**src/rtl/tamanho_pkg.sv**
```systemverilog
// tamanho_pkg: shared widths, FSM states and the canonical square-size table
package tamanho_pkg;
    localparam int SIZE_W = 10;
    localparam int CODE_W = 6;
    localparam int DEPTH = 1 << CODE_W;
    typedef enum logic [1:0] {IDLE, SCAN, DONE} estado_t;
    // Not monotonic: codes 60 and 61 repeat the sizes of codes 38 and 5
    localparam logic [SIZE_W-1:0] SIZE_TABLE [0:DEPTH-1] = '{
        10'd8,    10'd10,   10'd12,   10'd14,   10'd16,   10'd20,   10'd24,   10'd28,
        10'd32,   10'd36,   10'd40,   10'd48,   10'd56,   10'd64,   10'd72,   10'd80,
        10'd96,   10'd112,  10'd128,  10'd144,  10'd160,  10'd176,  10'd192,  10'd208,
        10'd224,  10'd240,  10'd256,  10'd288,  10'd320,  10'd352,  10'd384,  10'd416,
        10'd448,  10'd480,  10'd512,  10'd544,  10'd576,  10'd608,  10'd640,  10'd672,
        10'd704,  10'd736,  10'd768,  10'd800,  10'd832,  10'd864,  10'd896,  10'd928,
        10'd960,  10'd976,  10'd992,  10'd1000, 10'd1004, 10'd1008, 10'd1012, 10'd1016,
        10'd1018, 10'd1020, 10'd1022, 10'd1021, 10'd640,  10'd20,   10'd1019, 10'd100
    };
endpackage

```
**src/rtl/tamanho_tabela.sv**
```systemverilog
// tamanho_tabela: combinational code-to-size ROM over the canonical table
module tamanho_tabela
    import tamanho_pkg::*;
(
    input  logic [CODE_W-1:0] idx,
    output logic [SIZE_W-1:0] size
);
    assign size = SIZE_TABLE[idx];
endmodule

```
**src/rtl/tamanho_codificador.sv**
```systemverilog
// tamanho_codificador: linear search of the size table for the exact or largest-not-exceeding code
module tamanho_codificador #(
    parameter int SIZE_W = 10,
    parameter int CODE_W = 6,
    parameter int EARLY_EXIT = 1
) (
    input  logic              clk,
    input  logic              rst,
    input  logic              req_valid,
    output logic              req_ready,
    input  logic [SIZE_W-1:0] req_size,
    output logic              rsp_valid,
    input  logic              rsp_ready,
    output logic [CODE_W-1:0] rsp_code,
    output logic              rsp_exact,
    output logic              rsp_none,
    output logic              busy
);
    import tamanho_pkg::*;
    estado_t state, next_state;
    logic [SIZE_W-1:0] req_q, entry_q, best_size, entry;
    logic [CODE_W-1:0] idx, best_code, exact_code, addr;
    logic primed, found, exact, hit, last;
    // The table read is registered: entry_q holds SIZE_TABLE[idx] once primed
    assign addr = primed ? idx + 1'b1 : idx;
    assign hit = primed && entry_q == req_q;
    assign last = primed && (idx == '1 || (EARLY_EXIT != 0 && hit));
    tamanho_tabela u_tabela (
        .idx  (addr),
        .size (entry)
    );
    always_ff @(posedge clk) begin
        if (rst) state <= IDLE;
        else state <= next_state;
    end
    always_comb begin
        next_state = state;
        case (state)
            IDLE:    next_state = req_valid ? SCAN : IDLE;
            SCAN:    next_state = last ? DONE : SCAN;
            DONE:    next_state = rsp_ready ? IDLE : DONE;
            default: next_state = IDLE;
        endcase
        req_ready = state == IDLE;
        busy = state == SCAN;
        rsp_valid = state == DONE;
        rsp_code = rsp_valid ? (exact ? exact_code : best_code) : '0;
        rsp_exact = rsp_valid && exact;
        rsp_none = rsp_valid && !exact && !found;
    end
    always_ff @(posedge clk) begin
        if (rst) begin
            idx <= '0;
            primed <= 1'b0;
            req_q <= '0;
            entry_q <= '0;
            best_size <= '0;
            best_code <= '0;
            exact_code <= '0;
            found <= 1'b0;
            exact <= 1'b0;
        end else if (state == IDLE && req_valid) begin
            req_q <= req_size;
            idx <= '0;
            primed <= 1'b0;
            best_size <= '0;
            best_code <= '0;
            exact_code <= '0;
            found <= 1'b0;
            exact <= 1'b0;
        end else if (state == SCAN) begin
            entry_q <= entry;
            primed <= 1'b1;
            if (primed && !last) idx <= idx + 1'b1;
            if (hit && !exact) begin
                exact <= 1'b1;
                exact_code <= idx;
            end
            // Strict compare keeps the lowest code among equal candidates
            if (primed && entry_q < req_q && (!found || entry_q > best_size)) begin
                best_size <= entry_q;
                best_code <= idx;
                found <= 1'b1;
            end
        end
    end
endmodule

```
**config.mk**
```make
export PLATFORM = sky130hd
export DESIGN_NAME = tamanho_codificador
export DESIGN_NICKNAME = d
export VERILOG_FILES = /design/src/rtl/tamanho_pkg.sv /design/src/rtl/tamanho_tabela.sv /design/src/rtl/tamanho_codificador.sv
export SDC_FILE = /design/constraint.sdc
export NUM_CORES = 1
export LEC_CHECK = 0
export ABC_AREA = 1
export BUFFER_PORTS_ARGS = -buffer_cell sky130_fd_sc_hd__buf_4
export CAP_MARGIN = 20
export CORE_AREA = 2 2 82 76
export DETAILED_ROUTE_END_ITERATION = 6
export DIE_AREA = 0 0 84 78
export PLACE_DENSITY = 0.79
export SLEW_MARGIN = 20
export SYNTH_ARGS = -nofsm -noshare
export SYNTH_HDL_FRONTEND = slang
export SYNTH_SLANG_ARGS = --single-unit
```
**constraint.sdc**
```tcl
create_clock -name clk -period 2.3 [get_ports clk]
set_input_delay 0.23 -clock clk [delete_from_list [all_inputs] [get_ports clk]]
set_output_delay 0.23 -clock clk [all_outputs]
set_load 0.005 [all_outputs]
```
Word level (Yosys, flattened, before mapping):

Memory sizes are Yosys's and may differ from the RTL's. A register that Yosys moved wholly into a read port is not among the register bits.
Cells that the tools add are included.

* register bits: 43
* ROM bits: 640
* input bits: 14
* output and inout bits: 11
* word-level logic and storage cells: 47
* memories kept: 1

* $add $sub $neg: 1
* magnitude comparators: 2
* equality and inequality tests: 4
* muxes and demuxes: 7
* bitwise operators: 2
* reductions and logical operators: 21

Memory list
* (no name shown): words 64, width 10, read ports 1, clocked after Yosys merged registers in 1, wr ports 0, line tamanho_tabela.sv:8 `assign size = SIZE_TABLE[idx];`

Operator list (count)
* $mux W6: 3
* $eq A10 B10 Y1: 1
* $gt A10 B10 Y1: 1
* $logic_and A1 B1 Y1: 10
* $lt A10 B10 Y1: 1
* $reduce_and A2 Y1: 4
* $not A6 Y7: 1
* $add A6 B1 Y6 const B: 1
* $eq A6 B6 Y1 const B: 1
* $pmux W2 S3: 1
* $mux W2: 2
* $logic_not A1 Y1: 3
* $eq A2 B1 Y1 const B: 1
* $eq A2 B2 Y1 const B: 1
* $logic_not A2 Y1: 1
* $logic_or A1 B1 Y1: 2
* $reduce_or A2 Y1: 1
* $mux W1: 1
* $not A1 Y1: 1

Logic depth before layout (Yosys ltp):

Gate-level depths: netlist of run 1.

* word-level depth: 7
* gate-level depth with buffers: 13
* mapped depth without buffers: 13

Cells and area by module:

Synthesis of run 1 repeated with hierarchy kept, for this count alone.

* cells, all modules: 482
* area, all modules: 3254.4 µm²

By module, submodules not included
* tamanho_codificador: times used 1, cells an instance 378, area an instance 2728.9 µm², seq. area each 1061.0 µm²
* tamanho_tabela: times used 1, cells an instance 104, area an instance 525.5 µm², seq. area each 0.0 µm²

Worst setup path before layout of run 1:

OpenSTA, ideal clock, no wires.

* kind: reg-to-reg
* start point: register idx[0]
* end point: register entry_q[9]
* library setup time: 130 ps
* data arrival time: 1858 ps
* path slack: 312 ps
* stages on the path, launching flop included: 12
* cells stage by stage: dfxtp_1 ha_1 nand2_1 o21ai_1 inv_1 ha_1 inv_1 nand3_1 o21ai_1 nand2_1 nand2_1 a21oi_1

* longest elaborated chain between the ends: 3

RTL lines
* from (decl): line tamanho_codificador.sv:22 `logic [CODE_W-1:0] idx, best_code, exact_code, addr;`
* from (signal assigned): line tamanho_codificador.sv:74 `if (primed && !last) idx <= idx + 1'b1;`
* $add A6 B1 Y6: line tamanho_codificador.sv:25 `assign addr = primed ? idx + 1'b1 : idx;`
* $mux W6 *: line tamanho_codificador.sv:25
* $not A6 Y7 (implied by the code) *: line tamanho_tabela.sv:8
* to (decl): line tamanho_codificador.sv:21 `logic [SIZE_W-1:0] req_q, entry_q, best_size, entry;`

Every way passes the cells marked *; elsewhere a longest branch is shown, timed or not.
A chain may end at the register's enable or synchronous reset.

Final worst setup path of run 1:

* start point: register idx[1]
* end point: register entry_q[7]

Same word-level chain as after synthesis.

==> results of run 1 <==
## power by group through the flow
stage	logic, W	clock network (W)	registers, W
6_report	0.000366	0.000550	0.000984
3_3_place_gp	0.000351	0	0.00100
3_5_place_dp	0.000362	0	0.00101
4_1_cts	0.000365	0.000560	0.000984
2_1_floorplan	0.000278	0	0.000991
5_1_grt	0.000422	0.000591	0.000987
## placed cells by master, fill, tap and decap left out, drive strengths merged
| cell | netlist | final |
|---|---|---|
| nand2 | 107 | 107 |
| inv | 62 | 62 |
| nand3 | 61 | 61 |
| a21oi | 55 | 55 |
| dfxtp | 53 | 53 |
| nor2 | 52 | 52 |
| buf | 17 | 35 |
| ha | 29 | 29 |
| o21ai | 25 | 25 |
| a211oi | 9 | 9 |
| clkbuf | 5 | 6 |
| nand4 | 6 | 6 |
| o211ai | 4 | 4 |
| o21a | 2 | 2 |
| or2 | 2 | 2 |
| xnor2 | 1 | 1 |
| nor4 | 1 | 1 |
| nand3b | 1 | 1 |
| a31oi | 1 | 1 |
| nor3 | 1 | 1 |
| clkinvlp | 0 | 1 |
## worst max-delay path: stages, from the launching register on
cell	delay (ns)
dfxtp_1	0.37
ha_1	0.31
nand2_1	0.05
o21ai_1	0.14
inv_1	0.17
ha_1	0.26
inv_1	0.08
nand3_1	0.10
o21ai_1	0.24
nand2_1	0.08
nand2_1	0.06
a21oi_1	0.06
## final cells by class
type	count	area [um^2]	area share
well taps	70	87.6	0.0237
flip-flops and latches	53	1060	0.287
multi-input cells	357	1940	0.526
clock inverters	1	7.51	0.00203
clock buffers	6	82.6	0.0224
repair buffers	35	275	0.0745
inverters	62	238	0.0643
## routing by layer
| layer | vias up | track usage | wire length, um |
|---|---|---|---|
| li1 | 1666 | - | - |
| met4 | 0 | 0.106 | 194 |
| met3 | 13 | 0.0383 | 368 |
| met5 | - | 0 | 0 |
| met2 | 89 | 0.436 | 3880 |
| met1 | 1474 | 0.339 | 3680 |
## worst max path at each step
stage / startpoint / endpoint / slack, ns / cells past startpoint
2_1_floorplan: idx[0]$_SDFFE_PP0P_ / entry_q[9]$_SDFFE_PP0P_ / 0.31 / 11
3_3_place_gp: idx[1]$_SDFFE_PP0P_ / entry_q[9]$_SDFFE_PP0P_ / 0.29 / 11
3_5_place_dp: idx[1]$_SDFFE_PP0P_ / entry_q[7]$_SDFFE_PP0P_ / 0.33 / 11
4_1_cts: idx[1]$_SDFFE_PP0P_ / entry_q[7]$_SDFFE_PP0P_ / 0.31 / 11
5_1_grt: idx[1]$_SDFFE_PP0P_ / entry_q[9]$_SDFFE_PP0P_ / 0.15 / 11
6_report: idx[1]$_SDFFE_PP0P_ / entry_q[7]$_SDFFE_PP0P_ / 0.29 / 11
## cells by family (layout without fill, tap and decap cells)
group                    Yosys count  in the layout  synth area share
buffers and inverters             84            104             0.113
XOR/XNOR                           1              1           0.00481
AO/OA/AOI/OAI                     96             96             0.157
AND/OR/NAND/NOR                  231            231             0.305
flip-flops                        53             53             0.313
adder cells (fa/ha/maj)           29             29             0.107
## metrics by stage
stage	instances	power [W]	util	hold WS, ns
2_1_floorplan	494	0.00127	-	0.397
3_3_place_gp	577	0.00135	0.641	0.452
3_5_place_dp	577	0.00137	0.641	0.456
4_1_cts	584	0.00191	0.657	0.146
5_1_grt	584	0.00200	0.657	0.148
6_report	584	0.00190	0.657	0.157
## state kept, by name, summed over array words and instances, names as in the netlist
| name | flops |
|---|---|
| best_code | 6 |
| best_size | 10 |
| entry_q | 10 |
| exact | 1 |
| exact_code | 6 |
| found | 1 |
| idx | 6 |
| primed | 1 |
| req_q | 10 |
| state | 2 |
==> out/metrics.csv, run 1 <==
metric,value,unit
netlist.area_leader.share,0.313,
setup_viol,0,
drv_cap,0,
grt_usage,0.261,
p_int,0.00133,W
syn_nets,537,
vias,3242,
relSlewSlack,0.692,
pin_count,25,
yosys_most_used_dff,dfxtp_1,
r2r_end,entry_q[7]$_SDFFE_PP0P_,
rsz0062_at_grt,no,
cts-resized-gates,0,
hold_viol,0,
hold_start,rst,
dieArea,6550,um^2
hold_buffers,0,
fin_area,3690,um^2
die_w,84,um
coreArea,5630,um^2
ys_top_cells_by_area,"dfxtp_1 31%, nand2_1 11%, ha_1 11%",
root_buffer,clkbuf_8,
rows,26,
power_frac_seq,0.518,
drive_above_1_share,0.123,
netlist_top_cells_count,"102 x nand2_1, 59 x inv_1, 58 x nand3_1, 53 x a21oi_1, 53 x dfxtp_1",
critical_path_class,reg -> reg,
pwr-share-comb,0.193,
grt_pass1_vias,3074,
outcome,"complete, no violations",
areaGrowthSynthToFinish,9.13,%
synth.distinct_cells,35,
ant_nets,0,
endpoint_kind,flip-flop,
place_area,3600,um^2
clock_sinks,53,
critPathMaxFanout,5,
ff2ff_setup_slack,0.29,ns
hp-class,in -> reg,
ir_drop,0.451,mV
setup_ws,0.295,ns
worstSkewPairLatency,0.31,ns
drc,0,
wl,8120,um
syn_avg_cell_area,6.85,um^2
ys_seq_elements,53,
drtIter0Drc,166,
grt_pass1_wl,13900,um
grt_max_degree,34,
finalCritPeriodShare,0.872,
min_to,entry_q[5]$_SDFFE_PP0P_,
yosys_warnings,0,
firstDrtPassIters,4,
drv_slew,0,
yosysMostFrequentCell,nand2_1,
num_antenna_cells,0,
die_y,78,um
max_freq,0.499,GHz
wire_per_inst,13.9,um
worstMarginPinSlew,0.462,ns
leakage,1.65,nW
critPathLaunchType,flip-flop,
ff2ff_path_depth,11,
p_clk_frac,0.290,
tns,0,ns
cts_buffer_depth,2,
fillerInstances,520,
sw_frac_of_total,0.299,
routabilityCongestion,0.947,
synthArstFlopShare,0,
r2r_start,idx[1]$_SDFFE_PP0P_,
skew,0.00719,ns
cp.arrival,2.21,ns
path_clk_slew,0.09,ns
place_worst_setup_slack,0.326,ns
tritoncts,done,
crit_required,2.51,ns
place_hpwl,5970,um
hold_depth,2,
switchingPower,0.000568,W
synth_seq_area_share,0.313,
grt-ovfl-total,0,
h-tree-depth,2,
initial_core_util,0.602,
viasPerCell,5.55,
synth_area,3390,um^2
nets,557,
post_cts.repair.setup_buffers,0,
powerDensity,514,nW/um^2
synth_cells,494,
cts_buffers,5,
port_buffers,24,
fin_crit,2.01,ns
yosys.area.top_type,dfxtp_1,
grt_antenna_before_repair,0,
synth_edf_count,0,
Power figures use the tool's default switching activity.
==> inputs of run 2 (changes only) <==
--- a/config.mk
+++ b/config.mk
@@ -11,7 +11,7 @@
 export CORE_AREA = 2 2 82 76
 export DETAILED_ROUTE_END_ITERATION = 6
 export DIE_AREA = 0 0 84 78
-export PLACE_DENSITY = 0.79
+export PLACE_DENSITY_LB_ADDON = 0.08
 export SLEW_MARGIN = 20
 export SYNTH_ARGS = -nofsm -noshare
 export SYNTH_HDL_FRONTEND = slang
==> out/metrics.csv, run 2 (synthesized netlist as in run 1, its figures left out) <==
metric,value,unit
cts-resized-gates,0,
fillerInstances,563,
wire_per_inst,13.2,um
hold_slack,0.152,ns
critical_path_class,reg -> reg,
drv_slew,0,
dieArea,6550,um^2
clock_sinks,53,
ir_drop,0.289,mV
areaGrowthSynthToFinish,9.20,%
root_buffer,clkbuf_8,
drive_above_1_share,0.126,
leakage,1.65,nW
endpoint_kind,flip-flop,
post_cts.repair.setup_buffers,0,
ant_nets,0,
initial_core_util,0.602,
mostFrequentLayoutCell,nand2_1,
grt_max_degree,34,
h-tree-depth,2,
hp-class,in -> reg,
port_buffers,24,
rsz0062_at_grt,no,
num_antenna_cells,0,
fin_crit,2.00,ns
powerDensity,509,nW/um^2
hold_viol,0,
setup_viol,0,
path_clk_slew,0.10,ns
wl,7710,um
critPathLaunchType,flip-flop,
worstSkewPairLatency,0.31,ns
mostFrequentLayoutCells,"102 x nand2_1, 58 x inv_1, 58 x nand3_1, 53 x a21oi_1, 52 x dfxtp_1",
skew,0.0102,ns
rows,26,
worstMarginPinSlew,0.443,ns
cp.arrival,2.21,ns
grt_pass1_wl,13400,um
drv_cap,0,
critPathMaxFanout,7,
place_hpwl,5720,um
grt-ovfl-total,0,
drc,0,
pin_count,25,
reg.largest.list,"best_size (10), entry_q (10), req_q (10)",
nets,558,
outcome,"complete, no violations",
tns,0,ns
grt_antenna_before_repair,0,
routabilityCongestion,0.928,
vias,3171,
cts_buffer_depth,2,
die_w,84,um
grt_pass1_vias,2974,
max_freq,0.500,GHz
cts_buffers,5,
coreArea,5630,um^2
grt_usage,0.247,
tritoncts,done,
firstDrtPassIters,4,
relSlewSlack,0.704,
viasPerCell,5.41,
die_y,78,um
hold_buffers,0,
crit_required,2.51,ns
finalCritPeriodShare,0.869,
drtIter0Drc,131,
-- run 2: cell types whose count changed in the layout (fill, tap and decap cells not counted), sizes merged --
cell / delta
buf: +1
clkbuf: +1
-- run 2: final cells by class --
cell class | count | area (um^2) | area share
Multi-Input combinational cell | 357 | 1940 | 0.526
Tap cell | 70 | 87.6 | 0.0237
Clock buffer | 7 | 76.3 | 0.0206
Clock inverter | 1 | 7.51 | 0.00203
Sequential cell | 53 | 1060 | 0.287
Timing Repair Buffer | 36 | 283 | 0.0765
Inverter | 62 | 238 | 0.0643
-- run 2: routing by layer --
layer	vias to the layer above	wire, um	GRT usage
met5	-	0	0
met4	0	142	0.0661
met3	16	273	0.0383
met2	55	3570	0.410
met1	1433	3720	0.335
li1	1667	-	-
-- run 2: worst paths after layout --
path	depth (start not counted)	slack [ns]	start	to
setup / recovery	11	0.30	idx[0]$_SDFFE_PP0P_	entry_q[9]$_SDFFE_PP0P_
hold reg to reg	2	0.47	req_q[8]$_SDFFE_PP0P_	req_q[8]$_SDFFE_PP0P_
hold / removal	2	0.15	rst	entry_q[9]$_SDFFE_PP0P_
setup reg to reg	11	0.30	idx[0]$_SDFFE_PP0P_	entry_q[9]$_SDFFE_PP0P_
-- run 2: where the power goes --
part	total [W]	switching (W)	internal (W)
clock	0.000534	0.000317	0.000217
combinational	0.000363	0.000220	0.000143
sequential	0.000985	0.0000324	0.000953
total	0.00188	0.000569	0.00131
-- run 2: stage by stage --
stage                     cells  utilization  instance area, um^2  worst slack, ns  total power (W)
final                       586        0.657                 3700            0.301          0.00188
after global placement      578        0.642                 3610            0.284          0.00136
after global routing        586        0.657                 3700           0.0895          0.00198
after floorplan             494            -                 3390            0.312          0.00127
after detailed placement    578        0.642                 3610            0.207          0.00137
after CTS                   586        0.657                 3700            0.190          0.00189
-- run 2: worst max-delay path, stage by stage (launching register included) --
cell and delay, ns:
dfxtp_2 0.38, ha_1 0.30, nand2_1 0.05, o21ai_1 0.21
inv_2 0.13, ha_1 0.25, inv_1 0.08, nand3_1 0.10
o21ai_1 0.22, nand2_1 0.08, nand2_1 0.06, a21oi_1 0.05
